[src/rtl/vid_pixel_fifo.sv]
// vid_pixel_fifo
//   Pixel FIFO between a bursting bus read master and the video output stage.
//   Stores 24-bit RGB words and requests refills of BURST words whenever enough
//   space is free. Read-return words that were requested before a flush are
//   discarded when they arrive.
// Ports:
//   clk        sole clock, rising edge
//   reset      synchronous, active-high
//   wr_valid   read-return word present; wr_data = {8'h00, R, G, B}, [31:24] ignored
//   pix_rd     video stage pops one pixel (R/G/B update one cycle later)
//   flush      frame-start flush of all stored pixels
//   clr_err    clears the sticky underflow/overflow flags
//   fill_req   one-cycle pulse requesting a BURST-word read
//   R, G, B    registered pixel colour
//   level      stored entry count, 0..DEPTH
//   underflow  sticky: pop while empty
//   overflow   sticky: write while full without a pop
module vid_pixel_fifo #(
  parameter int unsigned DEPTH = 16,
  parameter int unsigned BURST = 4
) (
  input  logic                     clk,
  input  logic                     reset,
  input  logic                     wr_valid,
  input  logic [31:0]              wr_data,
  input  logic                     pix_rd,
  input  logic                     flush,
  input  logic                     clr_err,
  output logic                     fill_req,
  output logic [7:0]               R,
  output logic [7:0]               G,
  output logic [7:0]               B,
  output logic [$clog2(DEPTH):0]   level,
  output logic                     underflow,
  output logic                     overflow
);

  localparam int unsigned AW = $clog2(DEPTH);
  localparam int unsigned CW = $clog2(BURST) + 1;
  localparam logic [AW:0] FULL   = (AW + 1)'(DEPTH);
  localparam logic [AW:0] THRESH = (AW + 1)'(DEPTH - BURST);

  localparam logic [0:0] IDLE = 1'b0;
  localparam logic [0:0] WAIT = 1'b1;

  logic [0:0]    state;
  logic [23:0]   mem [DEPTH];
  logic [AW-1:0] wr_ptr;
  logic [AW-1:0] rd_ptr;
  logic [CW-1:0] beat_cnt;
  logic [CW-1:0] drop_cnt;
  logic [CW-1:0] beat_rem;
  logic [CW-1:0] drop_rem;
  logic          dropping;
  logic          do_pop;
  logic          do_wr;
  logic          beat_take;
  logic          unused_hi;

  assign unused_hi = ^wr_data[31:24];

  always_comb begin
    dropping  = (drop_cnt != '0);
    do_pop    = pix_rd && (level != '0);
    do_wr     = wr_valid && !dropping && ((level != FULL) || do_pop);
    beat_take = wr_valid && !dropping && (state == WAIT);
    // Requests wait until stale post-flush words have drained, so at most one
    // burst is ever outstanding and the counters stay BURST-sized.
    fill_req  = !reset && !flush && (state == IDLE) && !dropping && (level <= THRESH);
    drop_rem  = (dropping && wr_valid) ? drop_cnt - 1'b1 : drop_cnt;
    beat_rem  = beat_take ? beat_cnt - 1'b1 : beat_cnt;
  end

  always_ff @(posedge clk) begin
    if (!reset && !flush && do_wr) begin
      mem[wr_ptr] <= wr_data[23:0];
    end
  end

  always_ff @(posedge clk) begin
    if (reset) begin
      wr_ptr   <= '0;
      rd_ptr   <= '0;
      level    <= '0;
      R        <= '0;
      G        <= '0;
      B        <= '0;
      state    <= IDLE;
      beat_cnt <= '0;
      drop_cnt <= '0;
    end else if (flush) begin
      wr_ptr   <= '0;
      rd_ptr   <= '0;
      level    <= '0;
      R        <= '0;
      G        <= '0;
      B        <= '0;
      state    <= IDLE;
      beat_cnt <= '0;
      // Words still owed by the bus (including this cycle's beat) get discarded.
      drop_cnt <= drop_rem + beat_rem;
    end else begin
      drop_cnt <= drop_rem;
      if (do_wr) begin
        wr_ptr <= wr_ptr + 1'b1;
      end
      if (pix_rd) begin
        if (do_pop) begin
          {R, G, B} <= mem[rd_ptr];
          rd_ptr    <= rd_ptr + 1'b1;
        end else begin
          {R, G, B} <= '0;
        end
      end
      if (do_wr && !do_pop) begin
        level <= level + 1'b1;
      end else if (!do_wr && do_pop) begin
        level <= level - 1'b1;
      end
      case (state)
        IDLE: begin
          if (fill_req) begin
            state    <= WAIT;
            beat_cnt <= CW'(BURST);
          end
        end
        default: begin
          if (beat_take) begin
            if (beat_cnt == CW'(1)) begin
              state    <= IDLE;
              beat_cnt <= '0;
            end else begin
              beat_cnt <= beat_rem;
            end
          end
        end
      endcase
    end
  end

  // A new error in the same cycle wins over clr_err.
  always_ff @(posedge clk) begin
    if (reset) begin
      overflow  <= 1'b0;
      underflow <= 1'b0;
    end else begin
      if (!flush && wr_valid && !dropping && !do_wr) begin
        overflow <= 1'b1;
      end else if (clr_err) begin
        overflow <= 1'b0;
      end
      if (!flush && pix_rd && !do_pop) begin
        underflow <= 1'b1;
      end else if (clr_err) begin
        underflow <= 1'b0;
      end
    end
  end

endmodule

[config.mk]
export PLATFORM = sky130hd
export DESIGN_NAME = vid_pixel_fifo
export DESIGN_NICKNAME = d
export VERILOG_FILES = /design/src/rtl/vid_pixel_fifo.sv
export SDC_FILE = /design/constraint.sdc
export NUM_CORES = 1
export LEC_CHECK = 0
export ABC_AREA = 1
export CELL_PAD_IN_SITES_DETAIL_PLACEMENT = 0
export CELL_PAD_IN_SITES_GLOBAL_PLACEMENT = 1
export CORE_ASPECT_RATIO = 0.75
export CORE_MARGIN = 3
export CORE_UTILIZATION = 50
export CTS_BUF_LIST = sky130_fd_sc_hd__clkbuf_2 sky130_fd_sc_hd__clkbuf_4 sky130_fd_sc_hd__clkbuf_8
export DETAILED_ROUTE_END_ITERATION = 8
export PLACE_DENSITY_LB_ADDON = 0.1
export SYNTH_ARGS = -nofsm -noshare
export SYNTH_HDL_FRONTEND = slang
export SYNTH_SLANG_ARGS = --single-unit
[constraint.sdc]
create_clock -name clk -period 3.11 [get_ports clk]
set_clock_uncertainty 0.1 [all_clocks]
set_input_delay 0.4665 -clock clk [delete_from_list [all_inputs] [get_ports clk]]
set_output_delay 0.4665 -clock clk [all_outputs]
set_load 0.01 [all_outputs]
Word-level counts from Yosys, hierarchy flattened:

Memory sizes are Yosys's and may differ from the RTL's. A register that Yosys moved wholly into a read port is not among the register bits.
Index checks and enable logic that the tools add are counted.

* $add $sub $neg: 7
* $lt $le $gt $ge: 1
* eq/ne operators: 3
* multiplexer cells: 23
* bitwise operators: 1
* reductions and logical operators: 32

Operator list (count)
* $mux 8: 3
* $mux 3: 7
* $logic_and 1x1->1: 17
* $mux 5: 2
* $mux 1: 9
* $add 4x1->4 const B: 2
* $mux 4: 2
* $reduce_bool 2->1: 4
* $sub 3x1->3 const B: 2
* $add 5x1->5 const B: 1
* $le 5x4->1 const B: 1
* $logic_not 1->1: 5
* $ne 5x5->1 const B: 1
* $reduce_bool 5->1: 1
* $sub 5x1->5 const B: 1
* $reduce_and 2->1: 2
* $add 3x3->3: 1
* $eq 3x1->1 const B: 1
* $reduce_bool 3->1: 1
* $ne 2x1->1 const B: 1
* $reduce_or 2->1: 1
* $logic_or 1x1->1: 1
* $not 1->1: 1

* register bits after elaboration: 46
* memory bits (writable): 384
* input port bits: 38
* output and inout port bits: 32
* word-level logic and storage cells: 79
* memories kept: 1

Memories
* mem: depth 16, width 24, rd ports 1, clocked after Yosys merged registers in 1, wr ports 1, line 47 `logic [23:0] mem [DEPTH];`

Longest topological paths before layout:

Gate-level depths: netlist (run 1).

* word-level depth: 8
* mapped depth: 14
* mapped depth without buffers: 14

Least setup slack after synthesis (run 1):

No wires, ideal clock.

* path kind: register -> register
* from: reg level[0]
* to: mem mem[0][0], enable pin
* library setup time: 0.405 ns
* arrival: 2.278 ns
* required time: 2.605 ns
* setup slack: 0.327 ns
* stages on the path, launching flop included: 9
* path buffers: 0
* period minus slack after synthesis: 2.783 ns
* cells stage by stage: dfxtp_1 inv_1 nand2_1 nor3_4 a21oi_2 inv_1 nor2_2 nand2_1 nor2_1

* word-level cells in the longest chain between the ends: 7
* elaborated cells on any way between the ends: 8
* classes of those cells: 1 x eq/ne; 2 x mux; 5 x reduce/logical

Ends and longest elaborated chain
* start: declaration: line 33 `output logic [$clog2(DEPTH):0] level,`
* start signal: assignment: line 116 `level <= level + 1'b1;`
* start signal: assignment: line 118 `level <= level - 1'b1;`
* $reduce_bool 5->1: line 64 `do_pop = pix_rd && (level != '0);`
* $logic_and 1x1->1: line 64
* $logic_or 1x1->1 *: line 65 `do_wr = wr_valid && !dropping && ((level != FULL) || do_pop);`
* $logic_and 1x1->1 *: line 65
* $logic_and 1x1->1 *: line 75 `if (!reset && !flush && do_wr) begin`
* $mux 1 *: line 75
* $mux 1 (implied by the code) *: line 76 `mem[wr_ptr] <= wr_data[23:0];`
* end: declaration: line 47

Every way passes the cells marked *; elsewhere a longest branch is shown, timed or not.

Worst setup path in the final report (run 1):

* from: reg drop_cnt[0]
* to: out fill_req

* word-level cells in the longest chain between the ends: 4

Ends and longest elaborated chain
* start: declaration: line 51 `logic [CW-1:0] drop_cnt;`
* start signal: assignment: line 101 `drop_cnt <= drop_rem + beat_rem;`
* start signal: assignment: line 103 `drop_cnt <= drop_rem;`
* $reduce_bool 3->1: line 63 `dropping = (drop_cnt != '0);`
* $logic_not 1->1: line 69 `fill_req = !reset && !flush && (state == IDLE) && !dropping && (level <= THRESH);`
* $logic_and 1x1->1 (2 in a row): line 69
* end: declaration: line 29 `output logic fill_req,`

Every way passes these cells.

==> results of run 1 <==
## worst max-delay path, stage by stage, from the launching register on
cell             delay [ps]
dfxtp_1                 300
inv_1                   100
ha_1                    190
inv_1                    60
nor2_1                  180
nand4_1                 210
inv_1                    90
clkdlybuf4s50_1         530
## per-stage QoR
step	hold slack [ps]	instance area, µm²	instances	utilization (%)	power [mW]
after CTS	364	21700	2507	59.8	13.8
after floorplan	347	18700	1860	-	8.13
after detailed placement	355	20400	2385	56.0	8.92
after global routing	377	21700	2507	59.8	14.3
final	361	21700	2507	59.8	13.6
after global placement	354	20400	2385	56.0	8.91
## cells in the mapped netlist, types with 3 or more instances
master,instances
edfxtp_1,384
buf_1,7
nor2_1,32
xor2_1,6
ha_1,14
inv_2,3
dfxtp_1,50
buf_4,6
nand2_1,587
o21ai_0,19
nand3_1,302
clkbuf_1,16
inv_1,324
buf_2,57
nand4_1,3
a21oi_1,39
## cell type report
class                           count  share of cell area (%)
Timing Repair Buffer              115                    6.23
Clock inverter                     18                   0.490
Clock buffer                      104                    5.78
Inverter                          327                    5.68
Tap cell                          496                    2.86
Multi-Input combinational cell   1013                    21.2
Sequential cell                   434                    57.7
## metal layers
layer / global-route usage (%) / routed length [µm] / vias to the layer above
met5: 0 / 0 / -
met2: 34.8 / 20100 / 335
met1: 34.8 / 22200 / 6043
met3: 4.27 / 2380 / 64
met4: 6.53 / 816 / 0
li1: - / - / 6211
## kinds of logic (layout without fill, tap and decap cells)
logic type,count (synthesis),in the layout,synth area share [%]
compound gates,62,62,1.72
xor+xnor,8,8,0.375
fa+ha+maj,16,16,1.15
simple gates,927,927,20.8
buf+inv,413,564,8.81
flops,434,434,67.1
## registers in the layout, summed over array words and instances (netlist names), named ones only
register / count
G: 8
rd_ptr: 4
wr_ptr: 4
level: 5
state: 1
beat_cnt: 3
B: 8
mem: 384
drop_cnt: 3
R: 8
overflow: 1
underflow: 1
## power by group through the flow
stage | Combinational, mW | Sequential (mW) | Clock, mW
after global placement | 2.25 | 6.66 | 0
after CTS | 2.27 | 6.54 | 4.95
after detailed placement | 2.26 | 6.67 | 0
final | 2.25 | 6.54 | 4.84
after global routing | 2.54 | 6.56 | 5.21
after floorplan | 1.47 | 6.66 | 0
## worst min-delay path by stage
stage                          from   end  slack, ps
after global routing           B[2]  B[2]        380
after global placement         B[3]  B[3]        350
final                          R[7]  R[7]        360
after detailed placement       B[2]  B[2]        350
after floorplan           rd_ptr[2]  flop        350
after CTS                      B[2]  B[2]        360
==> impl_metrics.toml, run 1 <==
[logic_synthesis]
syn_nets = 1914
ys_seq_area_share_pct = 67.1
synth_cell_types = 24
synth_area_per_cell_um2 = 10.0
async_reset_ff_share_pct = 0
synth_top_cell_by_area = "edfxtp_1"
yosysTopAreaCellShare_pct = 61.8
synth-main-ff-cell = "edfxtp_1"
synth-seq-cells = 434
ys_warn_count = 0
postSynthCellCount = 1860
yosys-top-cells-area = "edfxtp_1 62%, nand2_1 12%, nand3_1 8.1%"
netlist_area_mm2 = 0.0187
synth-edff-count = 384

[detailed_routing]
vias_per_cell = 5.05
drc = 0
drt-initial-drc-count = 1038
drt_first_pass_iters = 5
wl_um = 45600
vias = 12700
routedWlPerCell_um = 18.2
antenna_left = 0

[final_layout]
diodes = 0
regArea_mm2 = 0.0125
final_common_cell = "nand2_1"
area_delta_synth_final_pct = 16.4
multi_input_area_mm2 = 0.00461
filler_cell_count = 3084
final_cell_mix = "586 x nand2_1, 384 x edfxtp_1, 323 x inv_1"
fin_nets = 2013
drive_gt1_share_pct = 9.70

[placed_design]
port_buffers = 61
dp_hpwl_um = 26600
gp_congestion = 0.782
dpl_worst_slack_ps = 95.4

[timing]
rsz0062_at_grt = "no"
setup_viol = 0
max_slew.worst_pin.slew_ps = 878
timing.final.crit_period_ps = 2800
tns_ps = 0
hold_violations = 0
min_period_over_period_pct = 90.2
setup_ws_ps = 305
relSlewSlack_pct = 41.5
fmax_mhz = 357
drv_slew = 0

[worst_setup_path]
critical_path_class = "flop to output pin"
arrival_ps = 2240
crit_required_ps = 2540
start_kind = "flop"
startpoint = "drop_cnt[0]"
cp_max_fo = 4
r2r_cells = 10
critPathCapture = "fill_req"
cp-end-kind = "output pin"
r2r-end = "mem[8][11]"
ff2ff_setup_slack_ps = 540
r2r-start = "drop_cnt[0]"

[floorplan]
fp.dieH_um = 173
die_w_um = 229
initial_utilization_pct = 51.4
io_pins = 70
design.die.area_mm2 = 0.0397
rows = 60
core_mm2 = 0.0363

[clock_network]
cts_setup_buffers = 0
ctsHoldBuffers = 0
cts_root_buf = "clkbuf_8"
clock_tree.buffer_depth = 3
cts.sinks = 434
cts_buffers = 68
cts_max_level = 3
cts.reportedPaths.clkPinSlew_ps = 60
post_cts_resized = 0
clkLatencyLatePin_ps = 610
cts_tree = "built"

[run]
max_cap_violations = 0

[hold_path]
hold_class = "flop to flop"
whs_path_depth = 2

[power]
p_sw_mw = 3.77
p_per_area_mw_per_mm2 = 627
clkPwrFrac_pct = 35.5
p_int_mw = 9.86
sw_frac_of_total_pct = 27.7
power_leakage_nw = 9.02
p_seq_share_pct = 48.0
vdd_ir_drop_max_mv = 0.352
combPwrFrac_pct = 16.5

[global_routing]
grt_pass1_vias = 12200
antenna_found_initial = 0
grt_max_degree = 73
grt_pass1_wl_um = 71500
grt_overflow = 0
grtUsageTotal_pct = 23.2

[outcome]
status = "complete, no violations"
Power figures use the tool's default switching activity.
==> run 2: changes to the inputs <==
CORE_ASPECT_RATIO = 0.5   (was 0.75)
==> impl_metrics.toml, run 2 (synthesis results as in run 1) <==
[placed_design]
dp_hpwl_um = 26200
dp.cells = 2364
gp_congestion = 0.842
dpl_worst_slack_ps = 151
port_buffers = 61
placed_area_mm2 = 0.0202

[final_layout]
regMostFlops = "mem"
drive_gt1_share_pct = 8.44
largest_reg_flops = 384
filler_cell_count = 3089
final_cell_mix = "586 x nand2_1, 384 x edfxtp_1, 323 x inv_1"
fin_nets = 1995
diodes = 0
fin_util_pct = 58.9
area_delta_synth_final_pct = 14.7
final_cell_area_mm2 = 0.0214
final_cells = 2475
final_common_cell = "nand2_1"

[timing]
relSlewSlack_pct = 46.5
hold_violations = 0
fmax_mhz = 350
min_period_over_period_pct = 91.8
setup_ws_ps = 256
setup_viol = 0
tns_ps = 0
max_slew.worst_pin.slew_ps = 802
rsz0062_at_grt = "no"
holdWs_ps = 366
timing.final.crit_period_ps = 2850
drv_slew = 0

[worst_setup_path]
start_kind = "flop"
arrival_ps = 2290
timing.critical_path.buf_inv = 4
crit_chain = "inv_1 > ha_1 > inv_1 > nor2_1 > nand4_1 > inv_1 > clkdlybuf4s50_1"
crit_top_cell = "inv_1"
critical_path_class = "flop to output pin"
crit_family = "buffers and inverters"
r2r_cells = 14
cp-end-kind = "output pin"
crit_cells = 7
crit_required_ps = 2540
slowest_stage = "clkdlybuf4s50_1"
max_stage_delay_ps = 530
cp_max_fo = 4

[detailed_routing]
drt-initial-drc-count = 1026
vias = 12800
drt_first_pass_iters = 5
drc = 0
routedWlPerCell_um = 18.3
antenna_left = 0
wl_um = 45200
vias_per_cell = 5.16

[clock_network]
ctsHoldBuffers = 0
cts.reportedPaths.clkPinSlew_ps = 70
post_cts_resized = 0
cts_max_level = 2
cts.sinks = 434
clkLatencyLatePin_ps = 620
cts_buffers = 59
cts_tree = "built"
clock_tree.buffer_depth = 3
cts_root_buf = "clkbuf_8"
cts_setup_buffers = 0

[global_routing]
grt_pass1_vias = 12500
grtUsageTotal_pct = 23.0
grt_max_degree = 131
grt_overflow = 0
antenna_found_initial = 0
grt_pass1_wl_um = 70200

[hold_path]
whs_path_depth = 2
hold_class = "flop to flop"

[floorplan]
core_mm2 = 0.0364
die_w_um = 279
fp.dieH_um = 143
design.die.area_mm2 = 0.0398
initial_utilization_pct = 51.3
io_pins = 70
rows = 49

[power]
vdd_ir_drop_max_mv = 0.494
power.total_mw = 13.3
p_per_area_mw_per_mm2 = 619
power_leakage_nw = 8.88

[outcome]
status = "complete, no violations"

[run]
max_cap_violations = 0
[run 2: power breakdown]
group	internal (mW)	total (mW)	switching [mW]
clock network	2.33	4.46	2.13
registers	6.45	6.55	0.102
logic	0.756	2.25	1.49
[run 2: final timing paths]
path / start / end / slack, ps
min reg2reg: B[0] / B[0] / 370
max reg2reg: level[0] / level[4] / 500
min: B[0] / B[0] / 370
max: drop_cnt[0] / fill_req / 260
[run 2: cell type report]
class	instances	area [µm²]	area share, %
repair buffers	106	1210	5.66
inverters	327	1230	5.75
multi-input cells	1013	4610	21.5
flip-flops and latches	434	12500	58.6
well taps	484	606	2.83
clock inverters	27	165	0.771
clock buffers	84	1040	4.87
[run 2: metal layers]
| metal | wire [µm] | up-vias | GRT usage (%) |
|---|---|---|---|
| met2 | 20600 | 393 | 37.1 |
| met5 | 0 | - | 0 |
| met4 | 720 | 0 | 5.71 |
| met1 | 20900 | 6151 | 32.8 |
| met3 | 2950 | 68 | 4.13 |
| li1 | - | 6168 | - |
[run 2: worst reg2reg max path, delay by kind of cell, from the launching register on]
family,cells,cell delay [ps]
buf+inv,2,220
flops,1,350
fa+ha+maj,2,500
compound gates,4,640
simple gates,6,680
==> run 3: changes to the inputs <==
--- a/config.mk
+++ b/config.mk
@@ -16,2 +16,3 @@
 export PLACE_DENSITY_LB_ADDON = 0.1
+export SLEW_MARGIN = 20
 export SYNTH_ARGS = -nofsm -noshare
==> constraint.sdc (replaced) <==
create_clock -name clk -period 3.11 [get_ports clk]
set_clock_uncertainty 0.1 [all_clocks]
set_input_delay 0.622 -clock clk [delete_from_list [all_inputs] [get_ports clk]]
set_output_delay 0.622 -clock clk [all_outputs]
set_load 0.01 [all_outputs]
==> impl_metrics.toml, run 3 (synthesis results as in run 1) <==
[outcome]
status = "complete, no violations"

[worst_setup_path]
start_kind = "flop"
crit_required_ps = 2390
max_stage_delay_ps = 530
timing.critical_path.buf_inv = 4
crit_family = "buffers and inverters"
cp-end-kind = "output pin"
arrival_ps = 2190
critical_path_class = "flop to output pin"
slowest_stage = "clkdlybuf4s50_1"
crit_top_cell = "inv_1"
crit_chain = "inv_1 > ha_1 > inv_1 > nor2_1 > nand4_1 > inv_1 > clkdlybuf4s50_1"
cp_max_fo = 3

[global_routing]
grtUsageTotal_pct = 22.9
grt_pass1_wl_um = 69800
grt_max_degree = 115
grt_pass1_vias = 12500
antenna_found_initial = 1
grt_overflow = 0

[timing]
relSlewSlack_pct = 49.0
timing.final.crit_period_ps = 2910
setup_viol = 0
rsz0062_at_grt = "no"
min_period_over_period_pct = 93.7
drv_slew = 0
fmax_mhz = 343
hold_violations = 0
holdWs_ps = 364
max_slew.worst_pin.slew_ps = 762
tns_ps = 0

[detailed_routing]
wl_um = 45100
vias_per_cell = 5.15
vias = 12800
routedWlPerCell_um = 18.2
drt-initial-drc-count = 819
drc = 0
drt_first_pass_iters = 5
antenna_left = 0

[power]
p_int_mw = 9.60
vdd_ir_drop_max_mv = 0.414
power_leakage_nw = 8.91
p_sw_mw = 3.73
p_seq_share_pct = 49.1
combPwrFrac_pct = 16.9
sw_frac_of_total_pct = 28.0
p_per_area_mw_per_mm2 = 619
clkPwrFrac_pct = 33.9

[final_layout]
diodes = 0
final_cell_mix = "586 x nand2_1, 384 x edfxtp_1, 323 x inv_1"
final_cells = 2477
final_common_cell = "nand2_1"
drive_gt1_share_pct = 8.78
largest_reg_flops = 384
filler_cell_count = 2994
fin_nets = 1995
area_delta_synth_final_pct = 15.3
regMostFlops = "mem"

[clock_network]
ctsHoldBuffers = 0
clkLatencyLatePin_ps = 640
cts_tree = "built"
cts_max_level = 2
cts_root_buf = "clkbuf_8"
clock_tree.buffer_depth = 3
cts.reportedPaths.clkPinSlew_ps = 60
cts.sinks = 434
post_cts_resized = 0
cts_setup_buffers = 0
cts_buffers = 60

[floorplan]
io_pins = 70
initial_utilization_pct = 51.3
fp.dieH_um = 143
core_mm2 = 0.0364
design.die.area_mm2 = 0.0398
rows = 49
die_w_um = 279

[placed_design]
dp.cells = 2362
port_buffers = 61
gp_congestion = 0.856
dp_hpwl_um = 25700

[run]
max_cap_violations = 0

[hold_path]
hold_class = "flop to flop"
==> run 3: worst paths after layout <==
path,startpoint,to,slack [ps],cells past startpoint
max,drop_cnt[0],fill_req,200,7
min,rd_ptr[2],flop,360,2
max reg2reg,level[0],level[4],500,14
min reg2reg,rd_ptr[2],flop,360,2
==> run 3: metrics by stage <==
step / cell area (µm²) / setup WS (ps) / total power [mW] / util (%)
after floorplan: 18700 / 286 / 8.13 / -
after detailed placement: 20300 / 52.3 / 8.94 / 55.8
after global placement: 20300 / 74.8 / 8.90 / 55.8
after CTS: 21500 / 90.0 / 13.4 / 59.2
final: 21500 / 195 / 13.3 / 59.2
after global routing: 21500 / 34.8 / 14.0 / 59.2
==> run 3: layer usage <==
layer | part of all wire [%] | vias to the layer above | global-route usage, %
met5 | 0.038 | - | 0
met4 | 2.0 | 2 | 5.68
met3 | 5.5 | 82 | 3.56
met2 | 44 | 329 | 36.3
met1 | 48 | 6177 | 33.6
li1 | - | 6171 | -
==> run 3: worst reg2reg max path: stages (launching register included) <==
cell and delay [ps]:
dfxtp_1 350, inv_1 110, nand2_1 120, nor3_4 200, nand2_1 120, nand2_2 130
ha_1 160, inv_1 120, fa_1 430, nand3_1 90, nand2_1 90, o21ai_0 230
a21oi_1 60, o21ai_0 150, nor2_1 60
==> run 3: layout make-up <==
cell class / instances / area, µm² / area share, %
Clock buffer: 96 / 1130 / 5.27
Clock inverter: 18 / 110 / 0.512
Inverter: 327 / 1230 / 5.71
Multi-Input combinational cell: 1013 / 4610 / 21.4
Sequential cell: 434 / 12500 / 58.3
Tap cell: 484 / 606 / 2.81
Timing Repair Buffer: 105 / 1290 / 6.00
==> run 3: power by group through the flow <==
stage | logic, mW | clock network, mW | registers, mW
2_1_floorplan | 1.47 | 0 | 6.66
3_3_place_gp | 2.23 | 0 | 6.67
3_5_place_dp | 2.27 | 0 | 6.67
4_1_cts | 2.28 | 4.62 | 6.55
5_1_grt | 2.54 | 4.88 | 6.56
6_report | 2.26 | 4.52 | 6.55
==> variant 1, RTL diff (config.mk and constraints of run 3) <==
`BURST`: 4 -> 8.
--- a/src/rtl/vid_pixel_fifo.sv
+++ b/src/rtl/vid_pixel_fifo.sv
@@ -19,3 +19,3 @@
   parameter int unsigned DEPTH = 16,
-  parameter int unsigned BURST = 4
+  parameter int unsigned BURST = 8
 ) (
Check against the original RTL: no difference found for any inputs over 4 cycles, from zero or initial values and one cycle with reset high; that may be too few to reach the edited logic, so the function may still have changed.
==> variant 1 against run 3 <==
Area after synthesis decreased by 2.2%. Total power increased by 9.7%. Sequential power increased by 2%. Utilization increased by 0.48 points. Hold slack improved by 1.4 ps. Worst setup slack got worse by 35 ps. Sequential cell count increased by 2. Synthesized cell count decreased by 11%. Wire length decreased by 1.8%. Cell area decreased by 2.2%. Critical path type is now input port to primary output. Largest cell class unchanged.
==> variant 1: results <==
[outcome]
status = "finished clean"

[place]
place_ws_ps = 75.6
gp_congestion = 0.819
dpl_cell_area_mm2 = 0.0197

[layout]
seqAreaFraction_pct = 59.8
layout.sequential_cells = 436
clock_buffer_count = 95
buffers_excl_clock = 116
multi_input_cells = 1018
multi_input_area_share_pct = 23.0
insertedDiodeCount = 1
fillerInstances = 2879
buf_share_pct = 6.11

[yosys]
synth_top_cells_by_area = "sky130_fd_sc_hd__edfxtp_1 (63%), sky130_fd_sc_hd__nand2_1 (10%), sky130_fd_sc_hd__dfxtp_1 (5.7%)"
synth.lib_cells_used.distinct = 35
synth_seq_area_share_pct = 68.8
synth_area_per_cell_um2 = 11.0
syn_nets = 1711

[grt]
grt_use_total_pct = 22.8
grtUsageMet3_pct = 4.12
grt_first_pass_wirelength_mm = 67.9

[detailed_routing]
routed_wire_length_on_met3_mm = 2.82
viasPerCell = 5.36
route.met2.wl_mm = 19.6

[sta]
tightestPinTransition_ps = 852

[clocking]
total_of_cells_resized_after_clock_tree_synthesis = 1
cts_made_buffers = 59

[min_path]
worst_hold_startpoint = "R[7]"
-- variant 1: cell types whose count changed in the layout (fill, tap and decap cells not counted), moves of 14 or more --
cell                       delta
sky130_fd_sc_hd__o211ai_1    +52
sky130_fd_sc_hd__o21ai_1     +28
sky130_fd_sc_hd__nor2_1      +99
sky130_fd_sc_hd__nand2_1     -98
sky130_fd_sc_hd__buf_4       +18
sky130_fd_sc_hd__inv_1      -216
sky130_fd_sc_hd__nand3_1    -127
sky130_fd_sc_hd__o21ai_0     +14
sky130_fd_sc_hd__or2_2       +18
-- variant 1: cells by family (layout without fill, tap and decap cells) --
logic type	after synthesis	in the layout	synth area share, %
and+or+nand+nor	829	829	18.8
buffers and inverters	202	341	5.42
DFF	436	436	68.8
other	0	1	0
AOI/OAI and AO/OA	163	163	5.30
adders and majority gates	17	17	1.25
xor gates and xnor gates	9	9	0.432
-- variant 1: power breakdown --
group          internal [mW]  total (mW)  switching, mW
Combinational           1.12        3.20           2.07
Sequential              6.54        6.68          0.141
Clock                   2.59        4.74           2.15
==> variant 2, RTL diff (flow settings as in run 3) <==
Without the edit above. Register the inputs `wr_valid`, `wr_data`, `pix_rd`, `flush` and `clr_err` before use. The logic sees them one clock later. Comments in the files are not updated.
--- a/src/rtl/vid_pixel_fifo.sv
+++ b/src/rtl/vid_pixel_fifo.sv
@@ -45,2 +45,16 @@
 
+  logic wr_valid_q;
+  logic [31:0] wr_data_q;
+  logic pix_rd_q;
+  logic flush_q;
+  logic clr_err_q;
+
+  always_ff @(posedge clk) begin
+    wr_valid_q <= wr_valid;
+    wr_data_q  <= wr_data;
+    pix_rd_q   <= pix_rd;
+    flush_q    <= flush;
+    clr_err_q  <= clr_err;
+  end
+
   logic [0:0]    state;
@@ -59,3 +73,3 @@
 
-  assign unused_hi = ^wr_data[31:24];
+  assign unused_hi = ^wr_data_q[31:24];
 
@@ -63,9 +77,9 @@
     dropping  = (drop_cnt != '0);
-    do_pop    = pix_rd && (level != '0);
-    do_wr     = wr_valid && !dropping && ((level != FULL) || do_pop);
-    beat_take = wr_valid && !dropping && (state == WAIT);
+    do_pop    = pix_rd_q && (level != '0);
+    do_wr     = wr_valid_q && !dropping && ((level != FULL) || do_pop);
+    beat_take = wr_valid_q && !dropping && (state == WAIT);
     // Requests wait until stale post-flush words have drained, so at most one
     // burst is ever outstanding and the counters stay BURST-sized.
-    fill_req  = !reset && !flush && (state == IDLE) && !dropping && (level <= THRESH);
-    drop_rem  = (dropping && wr_valid) ? drop_cnt - 1'b1 : drop_cnt;
+    fill_req  = !reset && !flush_q && (state == IDLE) && !dropping && (level <= THRESH);
+    drop_rem  = (dropping && wr_valid_q) ? drop_cnt - 1'b1 : drop_cnt;
     beat_rem  = beat_take ? beat_cnt - 1'b1 : beat_cnt;
@@ -74,4 +88,4 @@
   always_ff @(posedge clk) begin
-    if (!reset && !flush && do_wr) begin
-      mem[wr_ptr] <= wr_data[23:0];
+    if (!reset && !flush_q && do_wr) begin
+      mem[wr_ptr] <= wr_data_q[23:0];
     end
@@ -90,3 +104,3 @@
       drop_cnt <= '0;
-    end else if (flush) begin
+    end else if (flush_q) begin
       wr_ptr   <= '0;
@@ -106,3 +120,3 @@
       end
-      if (pix_rd) begin
+      if (pix_rd_q) begin
         if (do_pop) begin
@@ -146,10 +160,10 @@
     end else begin
-      if (!flush && wr_valid && !dropping && !do_wr) begin
+      if (!flush_q && wr_valid_q && !dropping && !do_wr) begin
         overflow <= 1'b1;
-      end else if (clr_err) begin
+      end else if (clr_err_q) begin
         overflow <= 1'b0;
       end
-      if (!flush && pix_rd && !do_pop) begin
+      if (!flush_q && pix_rd_q && !do_pop) begin
         underflow <= 1'b1;
-      end else if (clr_err) begin
+      end else if (clr_err_q) begin
         underflow <= 1'b0;
Formal check against the unedited RTL: not equivalent (Yosys sat finds a counterexample within 4 cycles, from zero or initial values and one cycle with reset high).
==> variant 2 against run 3 <==
Fmax up 0.22%. Register-to-register slack got worse by 60 ps. Sequential cell count is 28 higher. Hold slack worse by 8.8 ps. Final cell count up 2.9%. Total power increased by 6.5%. Critical path type unchanged. Wire length up 4.4%. Highest routed layer is now met4. Cell area grew 2.8%. Worst setup slack improved by 6.4 ps. Area after synthesis up 3.1%.
==> variant 2: results <==
[outcome]
status = "finished clean"

[yosys]
synth.top_cells.by_count = "sky130_fd_sc_hd__nand2_1 (587), sky130_fd_sc_hd__edfxtp_1 (384), sky130_fd_sc_hd__inv_1 (324), sky130_fd_sc_hd__nand3_1 (302), sky130_fd_sc_hd__dfxtp_1 (78)"
synth_area_per_cell_um2 = 10.2
synth_seq_area_share_pct = 68.1
synth_top_cells_by_area = "sky130_fd_sc_hd__edfxtp_1 (60%), sky130_fd_sc_hd__nand2_1 (11%), sky130_fd_sc_hd__dfxtp_1 (8.1%)"
syn_nets = 1942

[grt]
grt_start_max_net_pins = 71
grt_first_pass_wirelength_mm = 72.3
grt_use_total_pct = 23.3
number_of_antenna_violations_at_the_first_check_in_global_routing = 1

[detailed_routing]
viasPerCell = 5.10
drt-initial-drc-count = 1127

[layout]
fillerInstances = 3190
stdcell_count = 2548
layout-drive-gt1-share_pct = 9.37
nNetsFinal = 2030

[sta]
worst_slew_margin_rel_pct = 50.9

[min_path]
worstHoldPathType = "input port to flip-flop"

[place]
gp_congestion = 0.848
placed_instance_count = 2426
hpwlAfterDp_mm = 27.4

[clocking]
cts_made_buffers = 67
cts-htree-levels = 3

[power]
power.ir.vdd_worst_mv = 0.374
leakage_nw = 9.20

[worst_setup_path]
r2r_slack_ps = 440
-- variant 2: where the power goes --
group | total (mW) | leakage, nW | switching, mW | internal (mW)
Clock | 5.01 | 0.744 | 2.28 | 2.73
Sequential | 7.03 | 4.10 | 0.200 | 6.83
Combinational | 2.15 | 4.36 | 1.42 | 0.731
Total | 14.2 | 9.20 | 3.90 | 10.3
-- variant 2: critical path: stages, from the launching register on --
cell and delay (ps):
sky130_fd_sc_hd__dfxtp_1 290, sky130_fd_sc_hd__inv_1 110, sky130_fd_sc_hd__ha_1 200, sky130_fd_sc_hd__inv_1 70
sky130_fd_sc_hd__nor2_2 160, sky130_fd_sc_hd__nand4_1 140, sky130_fd_sc_hd__inv_1 80, sky130_fd_sc_hd__clkdlybuf4s50_1 530
-- variant 2: area by class of cell --
cell class / instances / area [um^2] / share of cell area, %
repair buffers: 105 / 1150 / 5.22
well taps: 520 / 651 / 2.94
clock inverters: 4 / 15.0 / 0.0679
clock buffers: 117 / 1360 / 6.15
inverters: 327 / 1230 / 5.56
flip-flops and latches: 462 / 13100 / 59.2
multi-input cells: 1013 / 4610 / 20.8
-- variant 2: metal layers --
layer | routed length (um) | global-route usage [%] | up-vias
met5 | 0 | 0 | -
met4 | 867 | 6.19 | 0
met3 | 3450 | 4.90 | 74
met2 | 20700 | 37.0 | 427
met1 | 22100 | 33.1 | 6231
li1 | - | - | 6273
-- variant 2: metrics by stage --
stage | hold WS (ps) | setup slack, ps | total power, mW | cell area, um^2 | util [%]
5_1_grt | 321 | 43.8 | 14.8 | 22100 | 58.7
3_5_place_dp | 355 | 199 | 9.31 | 20700 | 55.1
4_1_cts | 306 | 57.0 | 14.3 | 22100 | 58.7
2_1_floorplan | 347 | 352 | 8.56 | 19200 | -
3_3_place_gp | 354 | 196 | 9.26 | 20700 | 55.1
6_report | 355 | 201 | 14.2 | 22100 | 58.7
-- variant 2: path summary, 6_finish.rpt --
path | startpoint | to | cells past startpoint
worst max register to register | drop_cnt[0] | level[4] | 13
worst max-delay path | drop_cnt[0] | fill_req | 7
worst min-delay path | clr_err | clr_err_q | 1
worst min register to register | R[3] | R[3] | 2
-- variant 2: cell families (layout without fill, tap and decap cells) --
family | Yosys count | after routing | share of synthesized area, %
compound gates | 62 | 62 | 1.67
buf+inv | 413 | 553 | 8.63
xor+xnor | 8 | 8 | 0.364
simple gates | 927 | 927 | 20.2
fa+ha+maj | 16 | 16 | 1.12
flops | 462 | 462 | 68.1
-- variant 2: what timing repair did --
item | CTS | global route
resized for setup | 0 | 1
setup buffers | 1 | 0
pin swaps | 1 | 0
endpoints found under the setup margin | 1 | 1
cloned | 0 | 0
